**config.mk**
```make
export PLATFORM = sky130hd
export DESIGN_NAME = sram_port_arbiter_flat
export DESIGN_NICKNAME = d
export VERILOG_FILES = /design/src/rtl/sram_port_arbiter_pkg.sv /design/src/rtl/sram_port_arbiter_if.sv /design/src/rtl/sram_port_arbiter_rr_grant2.sv /design/src/rtl/sram_port_arbiter.sv /design/src/flat_wrapper.sv
export SDC_FILE = /design/constraint.sdc
export NUM_CORES = 1
export LEC_CHECK = 0
export CAP_MARGIN = 40
export CORE_ASPECT_RATIO = 1.2
export CORE_UTILIZATION = 41
export CTS_CLUSTER_SIZE = 8
export DETAILED_ROUTE_END_ITERATION = 7
export PLACE_DENSITY = 0.81
export SYNTH_ARGS = -nofsm -noshare
export SYNTH_HDL_FRONTEND = slang
export SYNTH_SLANG_ARGS = --single-unit
```
**constraint.sdc**
```tcl
create_clock -name clk -period 2 [get_ports clk]
set_input_delay 0.4 -clock clk [delete_from_list [all_inputs] [get_ports clk]]
set_output_delay 0.4 -clock clk [all_outputs]
set_load 0.005 [all_outputs]
```
**src/rtl/sram_port_arbiter_pkg.sv**
```systemverilog
// Shared types for the instruction/data SRAM port arbiter: FSM states,
// port ownership and the debug view of arbiter state.
package arb_pkg;

  typedef enum logic [1:0] {
    IDLE  = 2'd0,
    ISSUE = 2'd1,
    WAIT  = 2'd2,
    RESP  = 2'd3
  } arbState_e;

  typedef enum logic {
    OWN_INST = 1'b0,
    OWN_DATA = 1'b1
  } arbOwner_e;

  typedef struct packed {
    arbState_e state;
    arbOwner_e owner;
    arbOwner_e lastGrant;
  } arbDbg_t;

  localparam int DEFAULT_LATENCY = 1;

  // Counter must hold LATENCY-1; keep at least one bit when LATENCY is 1.
  function automatic int cntWidth(input int latency);
    return (latency > 1) ? $clog2(latency) : 1;
  endfunction

endpackage

```
**src/rtl/sram_port_arbiter_if.sv**
```systemverilog
// CPU fetch/data ports and SRAM port of the arbiter, bundled as one interface.
// Handshake: a req is held (with stable fields) until its addr_ok is seen high
// in the same cycle; that cycle is the transfer. Completion is the single-cycle
// *_data_ok pulse, with rdata valid then and held until the next load completes.
interface sram_arb_if #(
  parameter int AW = 32,
  parameter int DW = 32
);
  logic            inst_req;
  logic [AW-1:0]   inst_addr;
  logic            inst_addr_ok;
  logic [DW-1:0]   inst_rdata;
  logic            inst_data_ok;

  logic            data_req;
  logic            data_wr;
  logic [DW/8-1:0] data_wen;
  logic [AW-1:0]   data_addr;
  logic [DW-1:0]   data_wdata;
  logic            data_addr_ok;
  logic [DW-1:0]   data_rdata;
  logic            data_data_ok;

  logic            mem_en;
  logic [DW/8-1:0] mem_wen;
  logic [AW-1:0]   mem_addr;
  logic [DW-1:0]   mem_wdata;
  logic [DW-1:0]   mem_rdata;

  logic            busy;

  modport slave (
    input  inst_req, inst_addr, data_req, data_wr, data_wen, data_addr,
           data_wdata, mem_rdata,
    output inst_addr_ok, inst_rdata, inst_data_ok, data_addr_ok, data_rdata,
           data_data_ok, mem_en, mem_wen, mem_addr, mem_wdata, busy
  );

  modport master (
    output inst_req, inst_addr, data_req, data_wr, data_wen, data_addr,
           data_wdata, mem_rdata,
    input  inst_addr_ok, inst_rdata, inst_data_ok, data_addr_ok, data_rdata,
           data_data_ok, mem_en, mem_wen, mem_addr, mem_wdata, busy
  );
endinterface

```
**src/rtl/sram_port_arbiter_rr_grant2.sv**
```systemverilog
// Two-requester round-robin picker: a tie goes to the port that did not win
// last time. Only one grant per enabled cycle.
module rr_grant2
  import arb_pkg::*;
(
  input  logic      clk,
  input  logic      rst,
  input  logic      en,
  input  logic      reqInst,
  input  logic      reqData,
  output logic      grantInst,
  output logic      grantData,
  output arbOwner_e lastGrant
);

  always_comb begin
    grantInst = 1'b0;
    grantData = 1'b0;
    if (en) begin
      if (reqInst && reqData) begin
        if (lastGrant == OWN_INST) grantData = 1'b1;
        else                       grantInst = 1'b1;
      end else begin
        grantInst = reqInst;
        grantData = reqData;
      end
    end
  end

  always_ff @(posedge clk or negedge rst) begin
    if (!rst)           lastGrant <= OWN_INST;
    else if (grantInst) lastGrant <= OWN_INST;
    else if (grantData) lastGrant <= OWN_DATA;
  end

endmodule

```
**src/rtl/sram_port_arbiter.sv**
```systemverilog
// Shares one single-ported synchronous SRAM between the fetch and data ports:
// one transaction at a time, IDLE -> ISSUE -> WAIT (LATENCY cycles) -> RESP.
module sram_port_arbiter
  import arb_pkg::*;
#(
  parameter int LATENCY = DEFAULT_LATENCY,
  parameter int AW      = 32,
  parameter int DW      = 32
) (
  input  logic       clk,
  input  logic       rst,
  sram_arb_if.slave  bus,
  output arbDbg_t    dbg
);

  localparam int            CW       = cntWidth(LATENCY);
  localparam logic [CW-1:0] CNT_LOAD = CW'(LATENCY - 1);

  arbState_e       state, stateNext;
  arbOwner_e       owner, lastGrant;
  logic [CW-1:0]   cnt;
  logic            capWr;
  logic [AW-1:0]   capAddr;
  logic [DW/8-1:0] capWen;
  logic [DW-1:0]   capWdata;
  logic [DW-1:0]   instRdata, dataRdata;
  logic            grantInst, grantData;

  rr_grant2 u_grant (
    .clk       (clk),
    .rst       (rst),
    .en        (state == IDLE),
    .reqInst   (bus.inst_req),
    .reqData   (bus.data_req),
    .grantInst (grantInst),
    .grantData (grantData),
    .lastGrant (lastGrant)
  );

  always_comb begin
    stateNext = state;
    unique case (state)
      IDLE:    if (grantInst || grantData) stateNext = ISSUE;
      ISSUE:   stateNext = WAIT;
      WAIT:    if (cnt == '0) stateNext = RESP;
      RESP:    stateNext = IDLE;
      default: stateNext = IDLE;
    endcase
  end

  always_ff @(posedge clk or negedge rst) begin
    if (!rst) begin
      state     <= IDLE;
      owner     <= OWN_INST;
      cnt       <= '0;
      capWr     <= 1'b0;
      capAddr   <= '0;
      capWen    <= '0;
      capWdata  <= '0;
      instRdata <= '0;
      dataRdata <= '0;
    end else begin
      state <= stateNext;
      // Fetches never write; byte enables are only kept for stores.
      if (grantInst) begin
        owner    <= OWN_INST;
        capWr    <= 1'b0;
        capAddr  <= bus.inst_addr;
        capWen   <= '0;
        capWdata <= '0;
      end else if (grantData) begin
        owner    <= OWN_DATA;
        capWr    <= bus.data_wr;
        capAddr  <= bus.data_addr;
        capWen   <= bus.data_wr ? bus.data_wen : '0;
        capWdata <= bus.data_wdata;
      end
      if (state == ISSUE)                  cnt <= CNT_LOAD;
      else if (state == WAIT && cnt != '0) cnt <= cnt - CW'(1);
      if (state == WAIT && cnt == '0 && !capWr) begin
        if (owner == OWN_INST) instRdata <= bus.mem_rdata;
        else                   dataRdata <= bus.mem_rdata;
      end
    end
  end

  assign bus.inst_addr_ok = grantInst;
  assign bus.data_addr_ok = grantData;
  assign bus.mem_en       = (state == ISSUE);
  assign bus.mem_wen      = (state == ISSUE) ? capWen : '0;
  assign bus.mem_addr     = capAddr;
  assign bus.mem_wdata    = capWdata;
  assign bus.inst_data_ok = (state == RESP) && (owner == OWN_INST);
  assign bus.data_data_ok = (state == RESP) && (owner == OWN_DATA);
  assign bus.inst_rdata   = instRdata;
  assign bus.data_rdata   = dataRdata;
  assign bus.busy         = (state != IDLE);

  assign dbg = '{state: state, owner: owner, lastGrant: lastGrant};

endmodule

```
**src/flat_wrapper.sv**
```systemverilog
// flat-port wrapper written by rule: the top's interface ports become plain ports
module sram_port_arbiter_flat import arb_pkg::*;
#(
  parameter int LATENCY = DEFAULT_LATENCY,
  parameter int AW      = 32,
  parameter int DW      = 32
)
  (clk, rst, dbg, bus_inst_req, bus_inst_addr, bus_data_req, bus_data_wr, bus_data_wen, bus_data_addr, bus_data_wdata, bus_mem_rdata, bus_inst_addr_ok, bus_inst_rdata, bus_inst_data_ok, bus_data_addr_ok, bus_data_rdata, bus_data_data_ok, bus_mem_en, bus_mem_wen, bus_mem_addr, bus_mem_wdata, bus_busy);
  sram_arb_if #(.AW(AW), .DW(DW)) bus_i ();
  input  logic clk;
  input  logic rst;
  output arbDbg_t dbg;
  input wire logic [$bits(bus_i.inst_req)-1:0] bus_inst_req;
  input wire logic [$bits(bus_i.inst_addr)-1:0] bus_inst_addr;
  input wire logic [$bits(bus_i.data_req)-1:0] bus_data_req;
  input wire logic [$bits(bus_i.data_wr)-1:0] bus_data_wr;
  input wire logic [$bits(bus_i.data_wen)-1:0] bus_data_wen;
  input wire logic [$bits(bus_i.data_addr)-1:0] bus_data_addr;
  input wire logic [$bits(bus_i.data_wdata)-1:0] bus_data_wdata;
  input wire logic [$bits(bus_i.mem_rdata)-1:0] bus_mem_rdata;
  output wire logic [$bits(bus_i.inst_addr_ok)-1:0] bus_inst_addr_ok;
  output wire logic [$bits(bus_i.inst_rdata)-1:0] bus_inst_rdata;
  output wire logic [$bits(bus_i.inst_data_ok)-1:0] bus_inst_data_ok;
  output wire logic [$bits(bus_i.data_addr_ok)-1:0] bus_data_addr_ok;
  output wire logic [$bits(bus_i.data_rdata)-1:0] bus_data_rdata;
  output wire logic [$bits(bus_i.data_data_ok)-1:0] bus_data_data_ok;
  output wire logic [$bits(bus_i.mem_en)-1:0] bus_mem_en;
  output wire logic [$bits(bus_i.mem_wen)-1:0] bus_mem_wen;
  output wire logic [$bits(bus_i.mem_addr)-1:0] bus_mem_addr;
  output wire logic [$bits(bus_i.mem_wdata)-1:0] bus_mem_wdata;
  output wire logic [$bits(bus_i.busy)-1:0] bus_busy;
  assign bus_i.inst_req = bus_inst_req;
  assign bus_i.inst_addr = bus_inst_addr;
  assign bus_i.data_req = bus_data_req;
  assign bus_i.data_wr = bus_data_wr;
  assign bus_i.data_wen = bus_data_wen;
  assign bus_i.data_addr = bus_data_addr;
  assign bus_i.data_wdata = bus_data_wdata;
  assign bus_i.mem_rdata = bus_mem_rdata;
  assign bus_inst_addr_ok = bus_i.inst_addr_ok;
  assign bus_inst_rdata = bus_i.inst_rdata;
  assign bus_inst_data_ok = bus_i.inst_data_ok;
  assign bus_data_addr_ok = bus_i.data_addr_ok;
  assign bus_data_rdata = bus_i.data_rdata;
  assign bus_data_data_ok = bus_i.data_data_ok;
  assign bus_mem_en = bus_i.mem_en;
  assign bus_mem_wen = bus_i.mem_wen;
  assign bus_mem_addr = bus_i.mem_addr;
  assign bus_mem_wdata = bus_i.mem_wdata;
  assign bus_busy = bus_i.busy;
  sram_port_arbiter #(.LATENCY(LATENCY), .AW(AW), .DW(DW)) u_core (.clk(clk), .rst(rst), .bus(bus_i), .dbg(dbg));
endmodule
```
# Yosys cells after proc, flatten, opt, wreduce, memory -nomap -nowiden
# Cells that the tools add are included.
# word_totals
regBits	137
output_inout_bits	142
# classes
mux	23
bitwise_logic	2
addsub	1
eq_ne	5
reduce_logical	15
# ops
op	count
$mux 32	4
$mux 4	4
$mux 1	12
$pmux 2 s4	1
$logic_and 1x1->1	6
$reduce_and 2->1	3
$reduce_bool 2->1	3
$eq 2x2->1 const B	2
$mux 2	2
$eq 2x1->1 const B	1
$logic_not 2->1	1
$ne 2x1->1 const B	1
$ne 2x2->1 const B	1
$not 1->1	2
$logic_not 1->1	1
$logic_or 1x1->1	1
$sub 1x1->1 const B	1

# Depth between registers and ports, before layout
# depth
ltp_word	6
depth_mapped	7
ltp_nobuf	5

# By module
# From an unflattened synthesis, not the netlist that was laid out.
# unflattened
cells_unflattened	434
hier_area_um2	5696.7
# modules_own_cells
module	area_each_um2	seq_area_each_um2	cells_each	instances
sram_port_arbiter	5635.4	3428.3	426	1
rr_grant2	61.3	25.0	8	1

# Worst setup path after synthesis
# No wires, ideal clock.
# synth_path
kind	register to register
from	register u_core.state[0]
to	register u_core.instRdata[0] (netlist: u_core.bus.inst_rdata[0])
slack_ps	273
n_path_buf	1
arrival_ps	1602
t_required_ps	1875
path_stages_with_launch	6
cell_sequence	dfrtp_1 inv_1 ha_1 nor4b_4 buf_6 mux2_4
# synth_via
elab_chain_len	4
# synth_rtl
item	line	source
from (decl)	sram_port_arbiter.sv:19	arbState_e state, stateNext;
from (signal assigned)	sram_port_arbiter.sv:63	state <= stateNext;
$eq 2x2->1	sram_port_arbiter.sv:80	if (state == WAIT && cnt == '0 && !capWr) begin
$logic_and 1x1->1 (2 in a row)	sram_port_arbiter.sv:80	
$reduce_and 2->1 (no line)	n/a	
to (signal assigned)	sram_port_arbiter.sv:81	if (owner == OWN_INST) instRdata <= bus.mem_rdata;
to (decl)	sram_port_arbiter.sv:26	logic [DW-1:0] instRdata, dataRdata;
# No other way between the ends.
# A chain may end at the register's enable or synchronous reset.

# Worst setup path after layout
# layout_path
from	register u_core.state[0]
to	output bus_mem_wen[3]
# layout_via
elab_chain_len	2
# layout_rtl
item	line	source
$eq 2x1->1	sram_port_arbiter.sv:90	assign bus.mem_wen = (state == ISSUE) ? capWen : '0;
$mux 4	sram_port_arbiter.sv:90	
to (decl)	flat_wrapper.sv:28	output wire logic [$bits(bus_i.mem_wen)-1:0] bus_mem_wen;
# No other way between the ends.

==> results.py <==
metrics = {
    "timing": {
        "finalHoldViolCount": 0,
        "min_period_over_period_pct": 97.2,
        "skew_ns": 0.00705,
        "slew_viol_final": 0,
        "setup_violations": 0,
        "final.min_clock_period_ns": 1.94,
        "rsz0062_at_grt": "false",
        "max_clock_freq_mhz": 514,
        "slew_headroom_pct": 66.7,
        "setup_slack_ns": 0.0562,
        "worst_slew_pin_slew_ns": 0.500,
    },
    "routing": {
        "via_per_inst": 5.24,
        "post-route-drc-count": 0,
        "num_vias": 4709,
        "wl_um": 16700,
        "wl_per_cell_um": 18.6,
        "drt_iter0_drc": 260,
        "drt_pass1_iterations": 4,
        "antenna_left": 0,
    },
    "die": {
        "start_util_pct": 42.4,
        "die_h_um": 131,
        "core-area_um2": 13400,
        "die_area_um2": 14300,
        "num_rows": 46,
        "ios": 279,
        "die_width_um": 109,
    },
    "global_routing": {
        "antenna_found_initial": 0,
        "grt_pass1_wl_um": 25400,
        "grt-ovfl-total": 0,
        "grt_max_degree": 63,
        "gr-usage-all-layers_pct": 23.6,
        "grt_pass1_vias": 4992,
    },
    "power_and_ir_drop": {
        "p_total_w": 0.0146,
        "peakVddDrop_mv": 0.937,
        "power_density_nw_per_um2": 1560,
        "leakagePower_nw": 3.91,
    },
    "critical_path": {
        "end_kind": "output pin",
        "cpMaxStageDelayCell": "dfrtp_1",
        "crit_required_ns": 1.60,
        "cpPeakStageDelay_ns": 0.39,
        "startpoint_type": "flop",
        "cp.arrival_ns": 1.54,
        "path_class": "flop to output pin",
        "crit_chain": "buf_4, ha_4, and2_1, dlygate4sd2_1",
        "crit_fanout": 6,
    },
    "synth": {
        "synth_edf_count": 0,
        "netlist-cell-type-count": 29,
        "yosys.area.top_type_share_pct": 60.6,
        "synth.largest_area_cell": "dfrtp_1",
        "syn-num-nets": 577,
        "yosysWarnings": 0,
        "synth-main-ff-cell": "dfrtp_1",
        "synth.area.top_cells": "dfrtp_1 61%, mux2_2 7.8%, mux2_4 5.3%",
        "yosysMostFrequentCell": "dfrtp_1",
        "synthArstFlopShare_pct": 100,
        "synthTopCellsByCount": "137 x dfrtp_1, 39 x mux2_2, 34 x o21ai_0, 33 x a22o_1, 33 x nor2_1",
        "avgSynthCellArea_um2": 13.0,
        "yosysSeqAreaShare_pct": 60.6,
        "netlist_area_um2": 5660,
        "ys_ff_latch": 137,
        "synth_cells": 435,
    },
    "finish": {
        "syn2layout_area_growth_pct": 64.7,
        "nFillCells": 946,
        "drive_above_1_share_pct": 17.1,
        "stdcell_count": 898,
        "final_cell_area_um2": 9320,
        "num_antenna_cells": 0,
        "nNetsFinal": 860,
    },
    "clock_tree": {
        "cts_tree": "yes",
        "cts_made_buffers": 17,
        "clk_pin_slew_ns": 0.06,
        "cts.sinks": 137,
        "htree_num_levels": 4,
        "clkLatencyLatePin_ns": 0.41,
        "cts_buffer_depth": 2,
        "cts-root-buf": "clkbuf_16",
    },
    "min_path": {
        "hold_class": "flop to flop",
    },
    "placement": {
        "dp_cells": 865,
        "gp_congestion": 0.829,
        "port_buffers": 278,
        "pre_cts_ws_ns": -0.205,
        "post-dp-hpwl_um": 12000,
        "place_area_um2": 8670,
    },
    "run_status": {
        "status": "finished, final reports clean",
    },
    "run": {
        "max_cap_violations": 0,
    },
}
-- cell usage in the layout (no fill, tap or decap), types with 17 or more instances in the layout --
cell             instances
buf_4                   18
a31oi_1                 31
mux2_2                  39
clkdlybuf4s50_1        267
o21ai_0                 33
nor2_1                  33
a22o_1                  33
dfrtp_1                136
mux2_4                  20
clkbuf_16               17
nand3_1                 31
-- path summary, 6_finish.rpt --
kind,to,slack [ns],from,depth (start not counted)
hold / removal,u_core.capWen[1]$_DFFE_PN0P_,0.49,u_core.capWen[1]$_DFFE_PN0P_,1
setup reg to reg,u_core.bus.inst_rdata[26]$_DFFE_PN0P_,0.26,u_core.state[0]$_DFFE_PN0P_,5
max in group asynchronous,u_core.bus.inst_rdata[28]$_DFFE_PN0P_,0.85,rst,3
hold reg to reg,u_core.capWen[1]$_DFFE_PN0P_,0.49,u_core.capWen[1]$_DFFE_PN0P_,1
setup / recovery,bus_mem_wen[3],0.06,u_core.state[0]$_DFFE_PN0P_,4
min in group asynchronous,u_core.bus.inst_rdata[9]$_DFFE_PN0P_,0.50,rst,2
-- logic make-up (layout without fill, tap and decap cells) --
group                      after synthesis  in the layout  synth area share, %
AOI/OAI and AO/OA                      107            107                 12.9
adders and majority gates                5              5                 1.11
buffers and inverters                   41            336                 4.16
DFF                                    137            137                 60.6
muxes                                   65             65                 14.3
and+or+nand+nor                         80             80                 7.01
-- sequential cells by signal, indices dropped and copies added (netlist names) --
signal                 count
u_core.bus.inst_rdata     32
u_core.cnt                 1
u_core.state               2
u_core.capWen              4
u_core.owner               1
u_core.bus.mem_addr       32
u_core.capWr               1
u_core.bus.data_rdata     32
u_core.bus.mem_wdata      32
-- layer usage --
metal	vias up	GRT usage [%]	wire length [um]
li1	2146	-	-
met1	2305	25.2	6050
met2	213	41.7	8750
met3	45	6.50	1160
met4	0	13.6	700
met5	-	0	0
-- through the flow --
| step | setup TNS (ns) | utilization [%] | hold WS [ns] |
|---|---|---|---|
| global placement | -0.262 | 64.9 | 0.376 |
| detailed placement | -0.303 | 64.9 | 0.382 |
| global route | 0 | 69.8 | 0.504 |
| finish | 0 | 69.8 | 0.487 |
| CTS | 0 | 69.9 | 0.486 |
| floorplan | 0 | - | 0.104 |
-- power by group --
group | internal [W] | switching (W)
Clock | 0.00215 | 0.00116
Combinational | 0.00407 | 0.00235
Sequential | 0.00410 | 0.000759
Total | 0.0103 | 0.00426
-- area by class of cell --
cell class	count	area (um2)	share of cell area [%]
sequential	137	3430	36.8
clock buffer	20	457	4.90
timing repair buffer	302	3010	32.3
tap	168	210	2.26
multi-input combinational	257	2030	21.8
clock inverter	11	170	1.83
inverter	3	11.3	0.121
-- repair_timing --
item,CTS,global route
hold buffers,1,0
endpoints found under the hold margin,47,0
gates resized for setup,20,2
pin swaps,1,0
setup buffers,1,0
cloned,0,0
endpoints found under the setup margin,12,2
-- worst max-delay path: cells and delay by family, from the launching register on --
family,cells,cell delay (ns)
and+or+nand+nor,1,0.14
DFF,1,0.39
adders and majority gates,1,0.17
buffers and inverters,2,0.44
(Power assumes the default switching activity.)
